--- src/rtl/oam_dma_if.sv ---
// oam_dma_if -- bus bundle between the OAM DMA controller and its neighbours.
//
// Signals:
//   cpu_addr[15:0], cpu_wren, cpu_data_in[7:0]  CPU write path (FF46 decode)
//   dma_reg[7:0]                                readback of the last FF46 write
//   dma_active                                  copy in progress (memory map gate)
//   dma_src_addr[15:0], dma_rd_en               source read request
//   dma_rd_data[7:0]                            source data, one clock after dma_rd_en
//   oam_wr_addr[7:0], oam_wr_data[7:0], oam_wren  OAM write port
//
// Modports:
//   master -- the system side (CPU, memory map, source RAM)
//   slave  -- the DMA controller itself
interface oam_dma_if;
  logic [15:0] cpu_addr;
  logic        cpu_wren;
  logic [7:0]  cpu_data_in;
  logic [7:0]  dma_reg;
  logic        dma_active;
  logic [15:0] dma_src_addr;
  logic        dma_rd_en;
  logic [7:0]  dma_rd_data;
  logic [7:0]  oam_wr_addr;
  logic [7:0]  oam_wr_data;
  logic        oam_wren;

  modport master (
    output cpu_addr, cpu_wren, cpu_data_in, dma_rd_data,
    input  dma_reg, dma_active, dma_src_addr, dma_rd_en,
           oam_wr_addr, oam_wr_data, oam_wren
  );

  modport slave (
    input  cpu_addr, cpu_wren, cpu_data_in, dma_rd_data,
    output dma_reg, dma_active, dma_src_addr, dma_rd_en,
           oam_wr_addr, oam_wr_data, oam_wren
  );
endinterface

--- src/rtl/oam_dma.sv ---
// oam_dma -- DMG OAM DMA controller behind register FF46.
//
// A CPU write to FF46 latches the value, waits START_DELAY clocks, then copies
// NUM_BYTES bytes from {page,8'h00} into OAM offsets 0..NUM_BYTES-1, one byte
// every BYTE_CYCLES clocks. Pages E0-FF are folded onto C0-DF (echo RAM).
//
// Ports:
//   clock  system clock
//   reset  synchronous active-high reset; aborts any transfer
//   bus    oam_dma_if.slave (CPU write path, source read port, OAM write port,
//          dma_reg readback and dma_active)
module oam_dma #(
  parameter int BYTE_CYCLES = 4,   // clocks per byte, >= 2
  parameter int START_DELAY = 4,   // clocks from trigger to first read, >= 1
  parameter int NUM_BYTES   = 160  // bytes per transfer, 1..256
) (
  input  logic     clock,
  input  logic     reset,
  oam_dma_if.slave bus
);

  localparam logic [1:0] ST_IDLE  = 2'd0;
  localparam logic [1:0] ST_START = 2'd1;
  localparam logic [1:0] ST_XFER  = 2'd2;

  localparam int CYC_W = (BYTE_CYCLES > 2) ? $clog2(BYTE_CYCLES) : 1;
  localparam int DLY_W = (START_DELAY > 2) ? $clog2(START_DELAY) : 1;

  localparam logic [CYC_W-1:0] CYC_LAST = CYC_W'(BYTE_CYCLES - 1);
  localparam logic [CYC_W-1:0] CYC_WR   = CYC_W'(1);
  localparam logic [DLY_W-1:0] DLY_LAST = DLY_W'(START_DELAY - 1);
  localparam logic [7:0]       IDX_LAST = 8'(NUM_BYTES - 1);

  // control state
  logic [1:0]       state_reg, state_next;
  logic [DLY_W-1:0] dly_reg, dly_next;
  logic [CYC_W-1:0] cyc_reg, cyc_next;
  logic [7:0]       idx_reg, idx_next;
  logic [7:0]       page_reg, page_next;
  logic [7:0]       ff46_reg, ff46_next;

  // output registers
  logic             active_reg;
  logic             rd_en_reg;
  logic [15:0]      src_addr_reg;
  logic             wren_reg;
  logic [7:0]       oam_addr_reg;
  logic [7:0]       wr_data_hold_reg;

  logic             trigger;
  logic             rd_fire_next;
  logic             wr_fire_next;

  assign trigger = bus.cpu_wren && (bus.cpu_addr == 16'hFF46);

  always_comb begin
    state_next = state_reg;
    dly_next   = dly_reg;
    cyc_next   = cyc_reg;
    idx_next   = idx_reg;
    page_next  = page_reg;
    ff46_next  = ff46_reg;

    case (state_reg)
      ST_START: begin
        if (dly_reg == DLY_LAST) begin
          state_next = ST_XFER;
          idx_next   = 8'h00;
          cyc_next   = '0;
        end else begin
          dly_next = dly_reg + 1'b1;
        end
      end
      ST_XFER: begin
        if (cyc_reg == CYC_LAST) begin
          cyc_next = '0;
          if (idx_reg == IDX_LAST) begin
            state_next = ST_IDLE;
          end else begin
            idx_next = idx_reg + 8'h01;
          end
        end else begin
          cyc_next = cyc_reg + 1'b1;
        end
      end
      default: ;
    endcase

    // A new FF46 write overrides whatever the sequencer wanted, including the
    // final clock of a transfer, so back-to-back copies never see IDLE.
    if (trigger) begin
      ff46_next  = bus.cpu_data_in;
      page_next  = (bus.cpu_data_in >= 8'hE0) ? (bus.cpu_data_in - 8'h20)
                                              : bus.cpu_data_in;
      state_next = ST_START;
      dly_next   = '0;
      idx_next   = 8'h00;
      cyc_next   = '0;
    end
  end

  // Strobes are registered from the next-state decode, so each one is high
  // exactly while the FSM sits in the matching state.
  assign rd_fire_next = (state_next == ST_XFER) && (cyc_next == '0);
  assign wr_fire_next = (state_next == ST_XFER) && (cyc_next == CYC_WR);

  always_ff @(posedge clock) begin
    if (reset) begin
      state_reg        <= ST_IDLE;
      dly_reg          <= '0;
      cyc_reg          <= '0;
      idx_reg          <= 8'h00;
      page_reg         <= 8'h00;
      ff46_reg         <= 8'h00;
      active_reg       <= 1'b0;
      rd_en_reg        <= 1'b0;
      src_addr_reg     <= 16'h0000;
      wren_reg         <= 1'b0;
      oam_addr_reg     <= 8'h00;
      wr_data_hold_reg <= 8'h00;
    end else begin
      state_reg  <= state_next;
      dly_reg    <= dly_next;
      cyc_reg    <= cyc_next;
      idx_reg    <= idx_next;
      page_reg   <= page_next;
      ff46_reg   <= ff46_next;
      active_reg <= (state_next != ST_IDLE);
      rd_en_reg  <= rd_fire_next;
      wren_reg   <= wr_fire_next;
      if (rd_fire_next) begin
        src_addr_reg <= {page_next, idx_next};
      end
      if (wr_fire_next) begin
        oam_addr_reg <= idx_next;
      end
      // Keep the last written byte visible on oam_wr_data between writes.
      if (wren_reg) begin
        wr_data_hold_reg <= bus.dma_rd_data;
      end
    end
  end

  assign bus.dma_reg      = ff46_reg;
  assign bus.dma_active   = active_reg;
  assign bus.dma_rd_en    = rd_en_reg;
  assign bus.dma_src_addr = src_addr_reg;
  assign bus.oam_wren     = wren_reg;
  assign bus.oam_wr_addr  = oam_addr_reg;
  // Source RAM output only becomes valid in the write clock, so the write data
  // is passed straight through while the strobe is high.
  assign bus.oam_wr_data  = wren_reg ? bus.dma_rd_data : wr_data_hold_reg;

endmodule

--- src/flat_wrapper.sv ---
// flat-port wrapper written by rule: the top's interface ports become plain ports
module oam_dma_flat 
#(
  parameter int BYTE_CYCLES = 4,                           
  parameter int START_DELAY = 4,                                             
  parameter int NUM_BYTES   = 160                               
)
  (clock, reset, bus_cpu_addr, bus_cpu_wren, bus_cpu_data_in, bus_dma_rd_data, bus_dma_reg, bus_dma_active, bus_dma_src_addr, bus_dma_rd_en, bus_oam_wr_addr, bus_oam_wr_data, bus_oam_wren);
  oam_dma_if bus_i ();
  input  logic clock;
  input  logic reset;
  input wire logic [$bits(bus_i.cpu_addr)-1:0] bus_cpu_addr;
  input wire logic [$bits(bus_i.cpu_wren)-1:0] bus_cpu_wren;
  input wire logic [$bits(bus_i.cpu_data_in)-1:0] bus_cpu_data_in;
  input wire logic [$bits(bus_i.dma_rd_data)-1:0] bus_dma_rd_data;
  output wire logic [$bits(bus_i.dma_reg)-1:0] bus_dma_reg;
  output wire logic [$bits(bus_i.dma_active)-1:0] bus_dma_active;
  output wire logic [$bits(bus_i.dma_src_addr)-1:0] bus_dma_src_addr;
  output wire logic [$bits(bus_i.dma_rd_en)-1:0] bus_dma_rd_en;
  output wire logic [$bits(bus_i.oam_wr_addr)-1:0] bus_oam_wr_addr;
  output wire logic [$bits(bus_i.oam_wr_data)-1:0] bus_oam_wr_data;
  output wire logic [$bits(bus_i.oam_wren)-1:0] bus_oam_wren;
  assign bus_i.cpu_addr = bus_cpu_addr;
  assign bus_i.cpu_wren = bus_cpu_wren;
  assign bus_i.cpu_data_in = bus_cpu_data_in;
  assign bus_i.dma_rd_data = bus_dma_rd_data;
  assign bus_dma_reg = bus_i.dma_reg;
  assign bus_dma_active = bus_i.dma_active;
  assign bus_dma_src_addr = bus_i.dma_src_addr;
  assign bus_dma_rd_en = bus_i.dma_rd_en;
  assign bus_oam_wr_addr = bus_i.oam_wr_addr;
  assign bus_oam_wr_data = bus_i.oam_wr_data;
  assign bus_oam_wren = bus_i.oam_wren;
  oam_dma #(.BYTE_CYCLES(BYTE_CYCLES), .START_DELAY(START_DELAY), .NUM_BYTES(NUM_BYTES)) u_core (.clock(clock), .reset(reset), .bus(bus_i));
endmodule
--- config.mk ---
export PLATFORM = sky130hd
export DESIGN_NAME = oam_dma_flat
export DESIGN_NICKNAME = d
export VERILOG_FILES = /design/src/rtl/oam_dma_if.sv /design/src/rtl/oam_dma.sv /design/src/flat_wrapper.sv
export SDC_FILE = /design/constraint.sdc
export NUM_CORES = 1
export LEC_CHECK = 0
export ABC_AREA = 1
export CORE_ASPECT_RATIO = 1.75
export CORE_MARGIN = 2
export CORE_UTILIZATION = 53
export DETAILED_ROUTE_END_ITERATION = 10
export PLACE_DENSITY = 0.87
export SLEW_MARGIN = 20
export SYNTH_ARGS = -nofsm -noshare
export SYNTH_HDL_FRONTEND = slang
export SYNTH_SLANG_ARGS = --single-unit
--- constraint.sdc ---
create_clock -name clock -period 5.8 [get_ports clock]
set_clock_uncertainty 0.1 [all_clocks]
set_input_delay 0.87 -clock clock [delete_from_list [all_inputs] [get_ports clock]]
set_output_delay 0.87 -clock clock [all_outputs]
set_load 0.01 [all_outputs]
==> impl_metrics.json <==
{
  "layout_common_cells": "128 x nand2_1, 87 x nor2_1, 77 x clkdlybuf4s50_1",
  "core-area_sq_um": 5585,
  "synth-edff-count": 0,
  "postSynthAreaPerCell_sq_um": 6.822,
  "cts_buffer_depth": 2,
  "rsz0062_at_grt": "no",
  "p_per_area_nw_per_um2": 218.7,
  "htree_levels": 3,
  "ys.flop_type": "dfxtp_1",
  "relSlewSlack_pct": 42.86,
  "overflow": 0,
  "r2r_end": "u_core.bus.oam_wr_addr[2]$_SDFFE_PP0P_",
  "cp_max_fo": 22,
  "r2r_start": "u_core.state_reg[0]$_SDFF_PP0_",
  "status": "finished, final reports clean",
  "root_buffer": "clkbuf_8",
  "cp_top_family": "simple AND/OR/NAND/NOR gates",
  "drt_pass1_iterations": 4,
  "reg2regPathDepth": 12,
  "clk_pin_slew_ns": 0.07,
  "n_antenna_cell": 0,
  "netlist_area_sq_um": 3063,
  "cts_tree": "built",
  "cts_setup_buffers": 0,
  "fin_crit_ns": 3.162,
  "dr_total_vias": 3087,
  "rrSetupSlack_ns": 3.18,
  "grt_pass1_vias": 2965,
  "cp_common_cell": "nand2_1",
  "crit_path_top_delay_cell": "nor2_2",
  "ys_async_sr_fraction_pct": 0,
  "fin_setup_tns_ns": 0,
  "setup_viol": 0,
  "arrival_ns": 3.32,
  "hpwlAfterDp_um": 5797,
  "final_nets": 566,
  "cp.depth": 10,
  "crit_chain": "clkdlybuf4s50_1, nand2_1, nor2_1, nand2_1, nand3b_1, nand2_1, nor2_2, nand3_1, nand2_1, nor2_1",
  "min_path_cells": 2,
  "crit_required_ns": 5.95,
  "ys_types": 31,
  "cp-start-kind": "input pin",
  "yosysSeqAreaShare_pct": 42.48,
  "p_leak_nw": 1.719,
  "worstHoldPathType": "reg2reg",
  "wl_um": 7842,
  "io_pins": 78,
  "fp.dieW_um": 61.47,
  "ys_ff_latch": 65,
  "cts_num_sinks": 65,
  "grt_use_total_pct": 26.29,
  "largest_reg_flops": 16,
  "cap_violations": 0,
  "clk_latency_ns": 0.35,
  "die_y_um": 104.6,
  "cts_resized": 0,
  "drc_errors": 0,
  "slew_viol_final": 0,
  "fin_cells": 606,
  "cp-end-kind": "register",
  "hold_viol": 0,
  "wl_per_cell_um": 12.94,
  "crit_type": "in2reg",
  "area_delta_synth_final_pct": 33.37,
  "worst_pin_slew_ns": 0.8545,
  "num_rows": 36,
  "fmax_ghz": 0.3163,
  "numCtsBuffers": 9,
  "utilization_pct": 73.14,
  "hold_end": "u_core.wr_data_hold_reg[4]$_SDFF_PP0_",
  "die_area_sq_um": 6427,
  "grt_max_degree": 36,
  "syn-num-nets": 490,
  "portBuffers": 77,
  "netlist_instances": 449,
  "grt_pass1_wl_um": 12940,
  "crit_buf_inv": 1,
  "cp_slowest_stage_delay_ns": 0.65,
  "ys_warn_count": 0,
  "start_util_pct": 54.84,
  "drive_gt1_share_pct": 8.679,
  "vdd_drop_max_mv": 0.1900,
  "vias_per_cell": 5.094,
  "holdBufCountCts": 0,
  "drtIter0Drc": 114,
  "antenna_found_initial": 0,
  "place_inst": 590,
  "fin_crit_sh_pct": 54.52,
  "hold_path.startpoint": "u_core.wr_data_hold_reg[4]$_SDFF_PP0_",
  "gp_congestion": 0.8482,
  "final_antenna_net_count": 0,
  "layout_commonest_cell": "nand2_1"
}
worst max path at each step:
stage	start	endpoint	slack (ns)
floorplan	bus_cpu_addr[5]	u_core.bus.dma_src_addr[10]$_SDFFE_PP0P_	3.60
global route	bus_cpu_addr[14]	u_core.bus.oam_wr_addr[2]$_SDFFE_PP0P_	2.41
CTS	bus_cpu_addr[14]	u_core.bus.oam_wr_addr[6]$_SDFFE_PP0P_	2.66
detailed placement	bus_cpu_addr[7]	u_core.bus.dma_src_addr[5]$_SDFFE_PP0P_	2.32
global placement	bus_cpu_addr[3]	u_core.bus.oam_wr_addr[1]$_SDFFE_PP0P_	2.42
finish	bus_cpu_addr[14]	u_core.bus.oam_wr_addr[2]$_SDFFE_PP0P_	2.64
layout make-up:
type                            instances  area [sq um]
Inverter                               41         153.9
Fill cell                             460          1500
Multi-Input combinational cell        329          1535
Clock inverter                          5         62.56
Clock buffer                           11         151.4
Sequential cell                        65          1301
Tap cell                               76         95.09
Timing Repair Buffer                   79         785.8
cell usage after synthesis, types with 2 or more instances:
library cell,instances,area share (%)
ha_1,6,2.5
nor2_1,87,11
nand4_1,3,0.61
clkbuf_1,6,0.74
nand2_1,128,16
nand3b_1,2,0.49
inv_1,32,3.9
nor2_4,6,2.2
nand3_1,48,7.8
nor2_2,3,0.61
buf_4,2,0.49
xnor2_1,2,0.57
dfxtp_1,65,42
buf_2,4,0.65
inv_2,8,0.98
a21oi_1,23,3.8
nand2_2,8,1.6
o21ai_0,3,0.49
cell families (layout without fill, tap and decap cells):
logic type | count (synthesis) | count (layout) | synth area share, %
and+or+nand+nor | 290 | 290 | 41.67
DFF | 65 | 65 | 42.48
buffers and inverters | 55 | 136 | 7.394
AOI/OAI and AO/OA | 30 | 30 | 5.147
adders and majority gates | 6 | 6 | 2.451
xor gates and xnor gates | 3 | 3 | 0.8580
worst register-to-register path, cell delays in order (launching register included):
cell	delay, ns
dfxtp_1	0.40
inv_1	0.06
ha_1	0.36
inv_1	0.11
nand2_2	0.12
inv_2	0.14
nand2_2	0.08
nand2_2	0.08
nand2_1	0.06
nor2_2	0.65
nand3_1	0.20
nand2_1	0.12
nor2_1	0.05
power by group:
part | internal (W) | switching, W | total [W]
Sequential | 0.000446 | 0.000000000633 | 0.000446
Combinational | 0.0000250 | 0.0000183 | 0.0000434
Clock | 0.000224 | 0.000180 | 0.000404
per-stage QoR:
stage          worst slack [ns]  hold WS, ns  cell area (sq um)   power, W
4_1_cts                   2.664       0.3742               4085  0.0008974
3_5_place_dp              2.315       0.3635               3871  0.0004993
3_3_place_gp              2.419       0.3525               3871  0.0004984
6_report                  2.638       0.3709               4085  0.0008935
5_1_grt                   2.409       0.3950               4085  0.0009205
2_1_floorplan             3.599       0.3430               3063  0.0004707
routing by layer:
layer,global-route usage [%],vias to the layer above,part of all wire (%)
li1,-,1559,-
met1,27.14,1382,36
met2,45.44,110,54
met3,4.579,36,4.5
met4,17.17,0,4.9
met5,0,-,0
Note: power is estimated with default switching activity, not from simulation.
